File: src/rtl/demux_pkg.sv
// ----------------------------------------------------------------------------
// demux_pkg
// Shared definitions for the buffered 1-to-2 stream demultiplexer.
//   CH0 / CH1     : values of the per-word select bit naming each output channel
//   fifo_state_e  : occupancy state of a 2-entry channel FIFO; the encoding
//                   equals the number of stored words (0, 1, 2)
// ----------------------------------------------------------------------------
package demux_pkg;

    localparam logic CH0 = 1'b0;
    localparam logic CH1 = 1'b1;

    typedef enum logic [1:0] {
        EMPTY = 2'd0,
        ONE   = 2'd1,
        FULL  = 2'd2
    } fifo_state_e;

endpackage : demux_pkg

File: src/rtl/demux_fifo2.sv
// ----------------------------------------------------------------------------
// demux_fifo2
// Two-entry FIFO used as the per-channel buffer of the demultiplexer.
// Ports:
//   clk        in   rising-edge clock
//   rst        in   asynchronous, active-high reset (empties the FIFO, clears data)
//   push       in   write push_data this cycle (ignored while full)
//   push_data  in   WIDTH word to store
//   full       out  two words stored
//   pop        in   remove the head word this cycle (ignored while empty)
//   empty      out  no word stored
//   head_data  out  oldest stored word; holds its value until popped
// Storage is two registers plus a head pointer. Push writes the slot after
// the head (or the head slot itself when empty); pop only flips the pointer,
// so data registers change solely on a push.
// ----------------------------------------------------------------------------
module demux_fifo2
    import demux_pkg::*;
#(
    parameter int WIDTH = 8
) (
    input  logic             clk,
    input  logic             rst,
    input  logic             push,
    input  logic [WIDTH-1:0] push_data,
    output logic             full,
    input  logic             pop,
    output logic             empty,
    output logic [WIDTH-1:0] head_data
);

    fifo_state_e      state_q, state_d;
    logic             head_q, head_d;
    logic [WIDTH-1:0] mem_q [2];

    logic             do_push;
    logic             do_pop;
    logic             tail;

    assign full    = (state_q == FULL);
    assign empty   = (state_q == EMPTY);
    assign do_push = push & ~full;
    assign do_pop  = pop & ~empty;

    // Free slot: the head slot when empty, the other slot when one word is held.
    assign tail      = head_q ^ (state_q == ONE);
    assign head_data = mem_q[head_q];

    always_comb begin
        state_d = state_q;
        head_d  = head_q;
        if (do_pop) begin
            head_d = ~head_q;
        end
        case (state_q)
            EMPTY: begin
                if (do_push) state_d = ONE;
            end
            ONE: begin
                // push+pop keeps one word: the new word becomes the head
                if (do_push && !do_pop)      state_d = FULL;
                else if (do_pop && !do_push) state_d = EMPTY;
            end
            FULL: begin
                if (do_pop) state_d = ONE;
            end
            default: begin
                state_d = EMPTY;
            end
        endcase
    end

    always_ff @(posedge clk or posedge rst) begin
        if (rst) begin
            state_q  <= EMPTY;
            head_q   <= 1'b0;
            mem_q[0] <= '0;
            mem_q[1] <= '0;
        end else begin
            state_q <= state_d;
            head_q  <= head_d;
            if (do_push) begin
                mem_q[tail] <= push_data;
            end
        end
    end

endmodule : demux_fifo2

File: src/rtl/demux1to2_buf.sv
// ----------------------------------------------------------------------------
// demux1to2_buf
// Buffered 1-to-2 stream demultiplexer. Each input word is steered by its
// select bit into one of two 2-entry channel FIFOs, so a stalled consumer
// never blocks the other channel.
// Ports:
//   clk, rst               rising-edge clock, asynchronous active-high reset
//   in_data/in_sel         input word and destination (0 -> out0, 1 -> out1)
//   in_valid/in_ready      input handshake
//   outN_data/outN_valid   head word of channel N FIFO / FIFO non-empty
//   outN_ready             consumer takes the head word of channel N
//   cnt0/cnt1              words popped per channel since reset (wrapping)
// Handshake: a word transfers on a rising edge where valid and ready are both
// high. in_ready depends only on in_sel and registered FIFO state (never on
// outN_ready); outN_data is stable while outN_valid is high and outN_ready low.
// ----------------------------------------------------------------------------
module demux1to2_buf
    import demux_pkg::*;
#(
    parameter int WIDTH = 8,
    parameter int CNT_W = 16
) (
    input  logic             clk,
    input  logic             rst,
    input  logic [WIDTH-1:0] in_data,
    input  logic             in_sel,
    input  logic             in_valid,
    output logic             in_ready,
    output logic [WIDTH-1:0] out0_data,
    output logic             out0_valid,
    input  logic             out0_ready,
    output logic [WIDTH-1:0] out1_data,
    output logic             out1_valid,
    input  logic             out1_ready,
    output logic [CNT_W-1:0] cnt0,
    output logic [CNT_W-1:0] cnt1
);

    logic             full0, full1;
    logic             empty0, empty1;
    logic             accept;
    logic             push0, push1;
    logic             pop0, pop1;
    logic [CNT_W-1:0] cnt0_q, cnt0_d;
    logic [CNT_W-1:0] cnt1_q, cnt1_d;

    // Ready reflects only the addressed channel, so a full channel stalls
    // just the words destined for it.
    assign in_ready = (in_sel == CH1) ? ~full1 : ~full0;
    assign accept   = in_valid & in_ready;
    assign push0    = accept & (in_sel == CH0);
    assign push1    = accept & (in_sel == CH1);

    assign out0_valid = ~empty0;
    assign out1_valid = ~empty1;
    assign pop0       = out0_valid & out0_ready;
    assign pop1       = out1_valid & out1_ready;

    demux_fifo2 #(
        .WIDTH(WIDTH)
    ) u_fifo0 (
        .clk      (clk),
        .rst      (rst),
        .push     (push0),
        .push_data(in_data),
        .full     (full0),
        .pop      (pop0),
        .empty    (empty0),
        .head_data(out0_data)
    );

    demux_fifo2 #(
        .WIDTH(WIDTH)
    ) u_fifo1 (
        .clk      (clk),
        .rst      (rst),
        .push     (push1),
        .push_data(in_data),
        .full     (full1),
        .pop      (pop1),
        .empty    (empty1),
        .head_data(out1_data)
    );

    // Pop counters wrap naturally at 2^CNT_W.
    always_comb begin
        cnt0_d = cnt0_q;
        cnt1_d = cnt1_q;
        if (pop0) cnt0_d = cnt0_q + CNT_W'(1);
        if (pop1) cnt1_d = cnt1_q + CNT_W'(1);
    end

    always_ff @(posedge clk or posedge rst) begin
        if (rst) begin
            cnt0_q <= '0;
            cnt1_q <= '0;
        end else begin
            cnt0_q <= cnt0_d;
            cnt1_q <= cnt1_d;
        end
    end

    assign cnt0 = cnt0_q;
    assign cnt1 = cnt1_q;

endmodule : demux1to2_buf

File: config.mk
export PLATFORM = sky130hd
export DESIGN_NAME = demux1to2_buf
export DESIGN_NICKNAME = d
export VERILOG_FILES = /design/src/rtl/demux_pkg.sv /design/src/rtl/demux_fifo2.sv /design/src/rtl/demux1to2_buf.sv
export SDC_FILE = /design/constraint.sdc
export NUM_CORES = 1
export LEC_CHECK = 0
export CORE_MARGIN = 8
export CORE_UTILIZATION = 55
export DETAILED_ROUTE_END_ITERATION = 6
export MAX_ROUTING_LAYER = met4
export PLACE_DENSITY_LB_ADDON = 0.08
export SLEW_MARGIN = 20
export SYNTH_ARGS = -nofsm -noshare
export SYNTH_HDL_FRONTEND = slang
export SYNTH_SLANG_ARGS = --single-unit
export TNS_END_PERCENT = 10
File: constraint.sdc
create_clock -name clk -period 3.1 [get_ports clk]
set_input_delay 0.31 -clock clk [delete_from_list [all_inputs] [get_ports clk]]
set_output_delay 0.31 -clock clk [all_outputs]
set_load 0.02 [all_outputs]
After elaboration in Yosys (flattened, before gate mapping):

Index checks and enable logic that the tools add are counted.

* $add $sub $neg: 2
* order comparisons: 6
* eq/ne operators: 10
* multiplexer cells: 23
* bitwise operators: 22
* reduce and logical (&&, ||, !) cells: 14

Operators with widths (count)
* $mux W8: 8
* $add A16 B1 Y16 const B: 2
* $bwmux W16: 2
* $demux W8 S1: 2
* $mux W2: 8
* $pmux W2 S3: 2
* $and A1 B1 Y1: 9
* $ge A2 B2 Y1 const B: 4
* $ne A2 B2 Y1 const B: 4
* $not A1 Y2: 4
* $not A1 Y1: 7
* $logic_and A1 B1 Y1: 6
* $ne A3 B3 Y1 const B: 2
* $reduce_and A3 Y1: 2
* $eq A2 B1 Y1 const B: 2
* $eq A2 B2 Y1 const B: 2
* $logic_not A1 Y1: 4
* $logic_not A2 Y1: 2
* $lt A2 B1 Y1 const B: 2
* $xor A1 B1 Y1: 2
* $mux W1: 1

* register bits: 70
* bits of input ports: 14
* output and inout port bits: 51

Depth between registers and ports, before layout:

* word-level depth: 11
* mapped depth: 7
* gate-level depth less buffers: 6

By module:

Synthesis repeated with hierarchy kept, for this count alone.

* cells, all modules: 307
* area, all modules: 3555.9 µm²

By module, submodules not included
* demux_fifo2: instances 2, cells each 91, area an instance 1052.3 µm², sequential area each 475.5 µm²
* demux1to2_buf: instances 1, cells each 125, area an instance 1451.4 µm², sequential area each 800.8 µm²

Least setup slack after synthesis:

Ideal clock, no wire load.

* path kind: flip-flop to flip-flop
* from: register u_fifo1.state_q[1]
* to: register u_fifo1.state_q[1]
* data arrival time: 1619 ps
* data required time: 3034 ps
* slack: 1416 ps
* stages on the path, launching flop included: 8
* clock period less this slack: 1684 ps
* path through: dfrtp_1 buf_2 or2_1 and2_4 inv_6 ha_1 nor3b_1 a22o_1

* elaborated cells between the ends (all ways): 21
* classes of those cells: eq/ne (5); mux (3); bitwise (7); reduce/logical (6)

RTL lines
* from (decl): RTL line demux_fifo2.sv:32 `fifo_state_e state_q, state_d;`
* from (signal assigned): RTL line demux_fifo2.sv:80 `state_q <= state_d;`
* $logic_not A2 Y1 (*): RTL line demux_fifo2.sv:41 `assign empty = (state_q == EMPTY);`
* $not A1 Y1 (*): RTL line demux1to2_buf.sv:55 `assign out1_valid = ~empty1;`
* named net out1_valid: RTL line demux1to2_buf.sv:33 `output logic out1_valid,`
* $and A1 B1 Y1: RTL line demux1to2_buf.sv:57 `assign pop1 = out1_valid & out1_ready;`
* $and A1 B1 Y1 (*): RTL line demux_fifo2.sv:43 `assign do_pop = pop & ~empty;`
* $logic_not A1 Y1: RTL line demux_fifo2.sv:61 `if (do_push && !do_pop) state_d = FULL;`
* $logic_and A1 B1 Y1: RTL line demux_fifo2.sv:61
* $ne A3 B3 Y1 (no line) / $mux W2 (equally long branches)
* $reduce_and A3 Y1 (no line) / $pmux W2 S3 (equally long branches)

The timed path passes the listed nets; every way through them passes the cells marked *.
A chain may end at the register's enable or synchronous reset.

Worst setup path in the final report:

* from: register u_fifo0.head_q
* to: output out0_data[6]

* cells in the longest elaborated chain, start to end: 4

Ends and longest elaborated chain
* from (decl): RTL line demux_fifo2.sv:33 `logic head_q, head_d;`
* from (signal assigned): RTL line demux_fifo2.sv:76 `head_q <= 1'b0;`
* from (signal assigned): RTL line demux_fifo2.sv:81 `head_q <= head_d;`
* $not A1 Y2 (implied by the code): RTL line demux_fifo2.sv:47 `assign head_data = mem_q[head_q];`
* $mux W8 (implied by the code) (3 in series): RTL line demux_fifo2.sv:47
* to (decl): RTL line demux1to2_buf.sv:29 `output logic [WIDTH-1:0] out0_data,`

No other way between the ends. The select of a mux whose other input is x is not followed.

==> flow_metrics.py <==
metrics = {
    "cts": {
        "clockBufferDepth": 2,
        "cts_tree": "built",
        "cts.sinks": 70,
        "root_buffer": "clkbuf_8",
        "postCtsHoldBufs": 0,
        "post_cts.repair.setup_buffers": 0,
        "cts_made_buffers": 9,
        "postCtsResizedCells": 0,
        "h-tree-depth": 3,
        "worstSkewPairLatency_ns": 0.34,
        "clk_pin_slew_ns": 0.07,
    },
    "power_and_ir_drop": {
        "p_leak_uw": 0.00180,
        "peakVddDrop_uv": 654,
        "power_density_mw_per_mm2": 936,
    },
    "critical_path": {
        "end_kind": "primary output",
        "start_kind": "flip-flop",
        "path_cells": "mux2_2 -> clkdlybuf4s50_1",
        "required_ns": 2.79,
        "cp_max_fo": 12,
        "max_stage_delay_ns": 0.68,
        "crit_arrival_ns": 1.96,
        "reg2reg_slack_ns": 1.16,
        "critical_path_class": "flip-flop to primary output",
        "cp_slowest_cell": "dfrtp_1",
    },
    "yosys": {
        "yosysTopAreaCellShare_pct": 53.7,
        "yosysWarningCount": 0,
        "avgSynthCellArea_sq_um": 13.0,
        "synth_area_sq_mm": 0.00326,
        "muxShareOfSynthArea_pct": 18.2,
        "synthCells": 250,
        "synth_edf_count": 0,
        "synth_top_area_cell": "dfrtp_1",
        "seq_area_frac_synth_pct": 53.7,
        "synth_top_family_by_area": "multiplexers",
        "yosysUniqueCellTypes": 42,
        "synthXorXnorAreaFrac_pct": 9.36,
        "synthArstFlopShare_pct": 100,
        "synth-compound-area-share_pct": 2.57,
        "ys_top_cells_by_area": "dfrtp_1, mux2_2, xnor2_1",
        "syn_nets": 268,
        "synthSimpleGateAreaFrac_pct": 12.8,
        "ys_ff_latch": 70,
        "synth_fa_ha_area_share_pct": 1.53,
        "synth-main-ff-cell": "dfrtp_1",
    },
    "finish": {
        "final-instance-count-excl-fill": 400,
        "fin_nets": 338,
        "syn2layout_area_growth_pct": 27.4,
        "drive_above_1_share_pct": 24.0,
        "n_antenna_cell": 0,
        "final_cell_mix": "dfrtp_1, clkdlybuf4s50_1, mux2_2",
        "layout.cells.most_common": "dfrtp_1",
    },
    "run": {
        "maxCapViolCount": 0,
    },
    "detailed_routing": {
        "avgRoutedWirePerCell_microns": 16.0,
        "drt_iter0_markers": 64,
        "wirelength_mm": 6.38,
        "route.detailed.drc": 0,
        "firstDrtPassIters": 4,
        "vias": 2089,
        "ant_nets": 0,
        "viasPerCell": 5.22,
    },
    "timing": {
        "finalSetupViolations": 0,
        "max_freq_ghz": 0.440,
        "relSlewSlack_pct": 59.1,
        "final_hold_viol_count": 0,
        "finalCritPeriodShare_pct": 73.2,
        "fin_crit_ns": 2.27,
        "tightest_slew_ns": 0.612,
        "worst_slack_ns": 0.830,
        "skew_ns": 0.00874,
        "fin_setup_tns_ns": 0,
        "maxSlewViolCount": 0,
        "grt_setup_unrepaired": "no",
    },
    "placed_design": {
        "portBuffers": 64,
        "pre_cts_ws_ns": 1.16,
        "hpwl_mm": 4.60,
        "gp_congestion": 0.743,
        "dpl.cell_count": 384,
    },
    "floorplanning": {
        "coreArea_sq_mm": 0.00582,
        "die_area_sq_mm": 0.00865,
        "start_util_pct": 56.1,
        "dieHeight_microns": 93.0,
        "die_x_microns": 93.0,
        "num_io_pins": 65,
        "num_rows": 28,
    },
    "grt": {
        "grt_max_degree": 44,
        "antenna_found_initial": 0,
        "grt_pass1_vias": 2271,
        "grt_first_pass_wirelength_mm": 10.9,
        "gr-total-overflow": 0,
        "grt_usage_pct": 16.4,
    },
    "min_path": {
        "hold_path_class": "input pin to asynchronous set/reset pin",
    },
    "outcome": {
        "status": "finished clean",
    },
}
## state kept, by name (all words and copies together) (netlist names)
name	cells
cnt1	16
u_fifo1.state_q	2
u_fifo0.state_q	2
u_fifo0.head_q	1
u_fifo0.mem_q	16
cnt0	16
u_fifo1.head_q	1
u_fifo1.mem_q	16
## area by class of cell
type / instances / area (sq um)
multi-input cells: 170 / 1450
well taps: 75 / 93.8
flip-flops and latches: 70 / 1750
clock buffers: 11 / 131
clock inverters: 5 / 50.0
inverters: 4 / 20.0
fillers: 441 / 1660
repair buffers: 65 / 661
## power by group
| group | internal, uW | switching, uW | total [uW] | leakage, uW |
|---|---|---|---|---|
| Sequential | 1220 | 296 | 1520 | 0.000886 |
| Combinational | 953 | 733 | 1690 | 0.000818 |
| Clock | 367 | 322 | 688 | 0.0000968 |
| Total | 2540 | 1350 | 3890 | 0.00180 |
## cells by family (layout without fill, tap and decap cells)
family,count (synthesis),after routing
compound gates,12,12
xor+xnor,34,34
fa+ha+maj,4,4
buf+inv,10,85
flops,70,70
mux,50,50
simple gates,70,70
## stage by stage
step | util, % | total power (uW) | hold WS [ns] | instance area, sq um
after global placement | 68.4 | 3200 | 0.461 | 3980
after floorplan | - | 2590 | 0.401 | 3260
after CTS | 71.5 | 3950 | 0.378 | 4160
final | 71.5 | 3890 | 0.363 | 4160
after global routing | 71.5 | 4130 | 0.461 | 4160
after detailed placement | 68.4 | 3240 | 0.467 | 3980
## cells in the mapped netlist (4+ instances only)
cell,count
a21oi_1,4
nand3_1,10
nor2_1,8
dfrtp_1,70
mux2_4,8
xnor2_1,27
ha_1,4
nand4_1,7
xor2_1,6
nand2_1,19
mux2_2,42
## metal layers
layer	GRT usage, %	routed length, microns
met4	8.05	96
met3	4.09	298
met5	-	0
met2	26.7	3140
met1	18.4	2840
## path summary, 6_finish.rpt
kind                                                      end                       start  cells after the start
worst min register to register           cnt1[15]$_DFFE_PP0P_        cnt1[15]$_DFFE_PP0P_                      1
min in group clk                         cnt1[15]$_DFFE_PP0P_        cnt1[15]$_DFFE_PP0P_                      1
worst min-delay path                     cnt0[10]$_DFFE_PP0P_                         rst                      2
max in group asynchronous       u_fifo0.mem_q[15]$_DFFE_PP0P_                         rst                      3
worst max-delay path                             out0_data[6]  u_fifo0.head_q$_DFFE_PP0P_                      2
worst max register to register   u_fifo0.mem_q[1]$_DFFE_PP0P_  u_fifo0.head_q$_DFFE_PP0P_                      4
## worst max-delay path: cells and delay by family, from the launching register on
kind                   cells  cell delay [ns]
multiplexers               1             0.40
flip-flops                 1             0.68
buffers and inverters      1             0.54
Note: power is estimated with default switching activity, not from simulation.
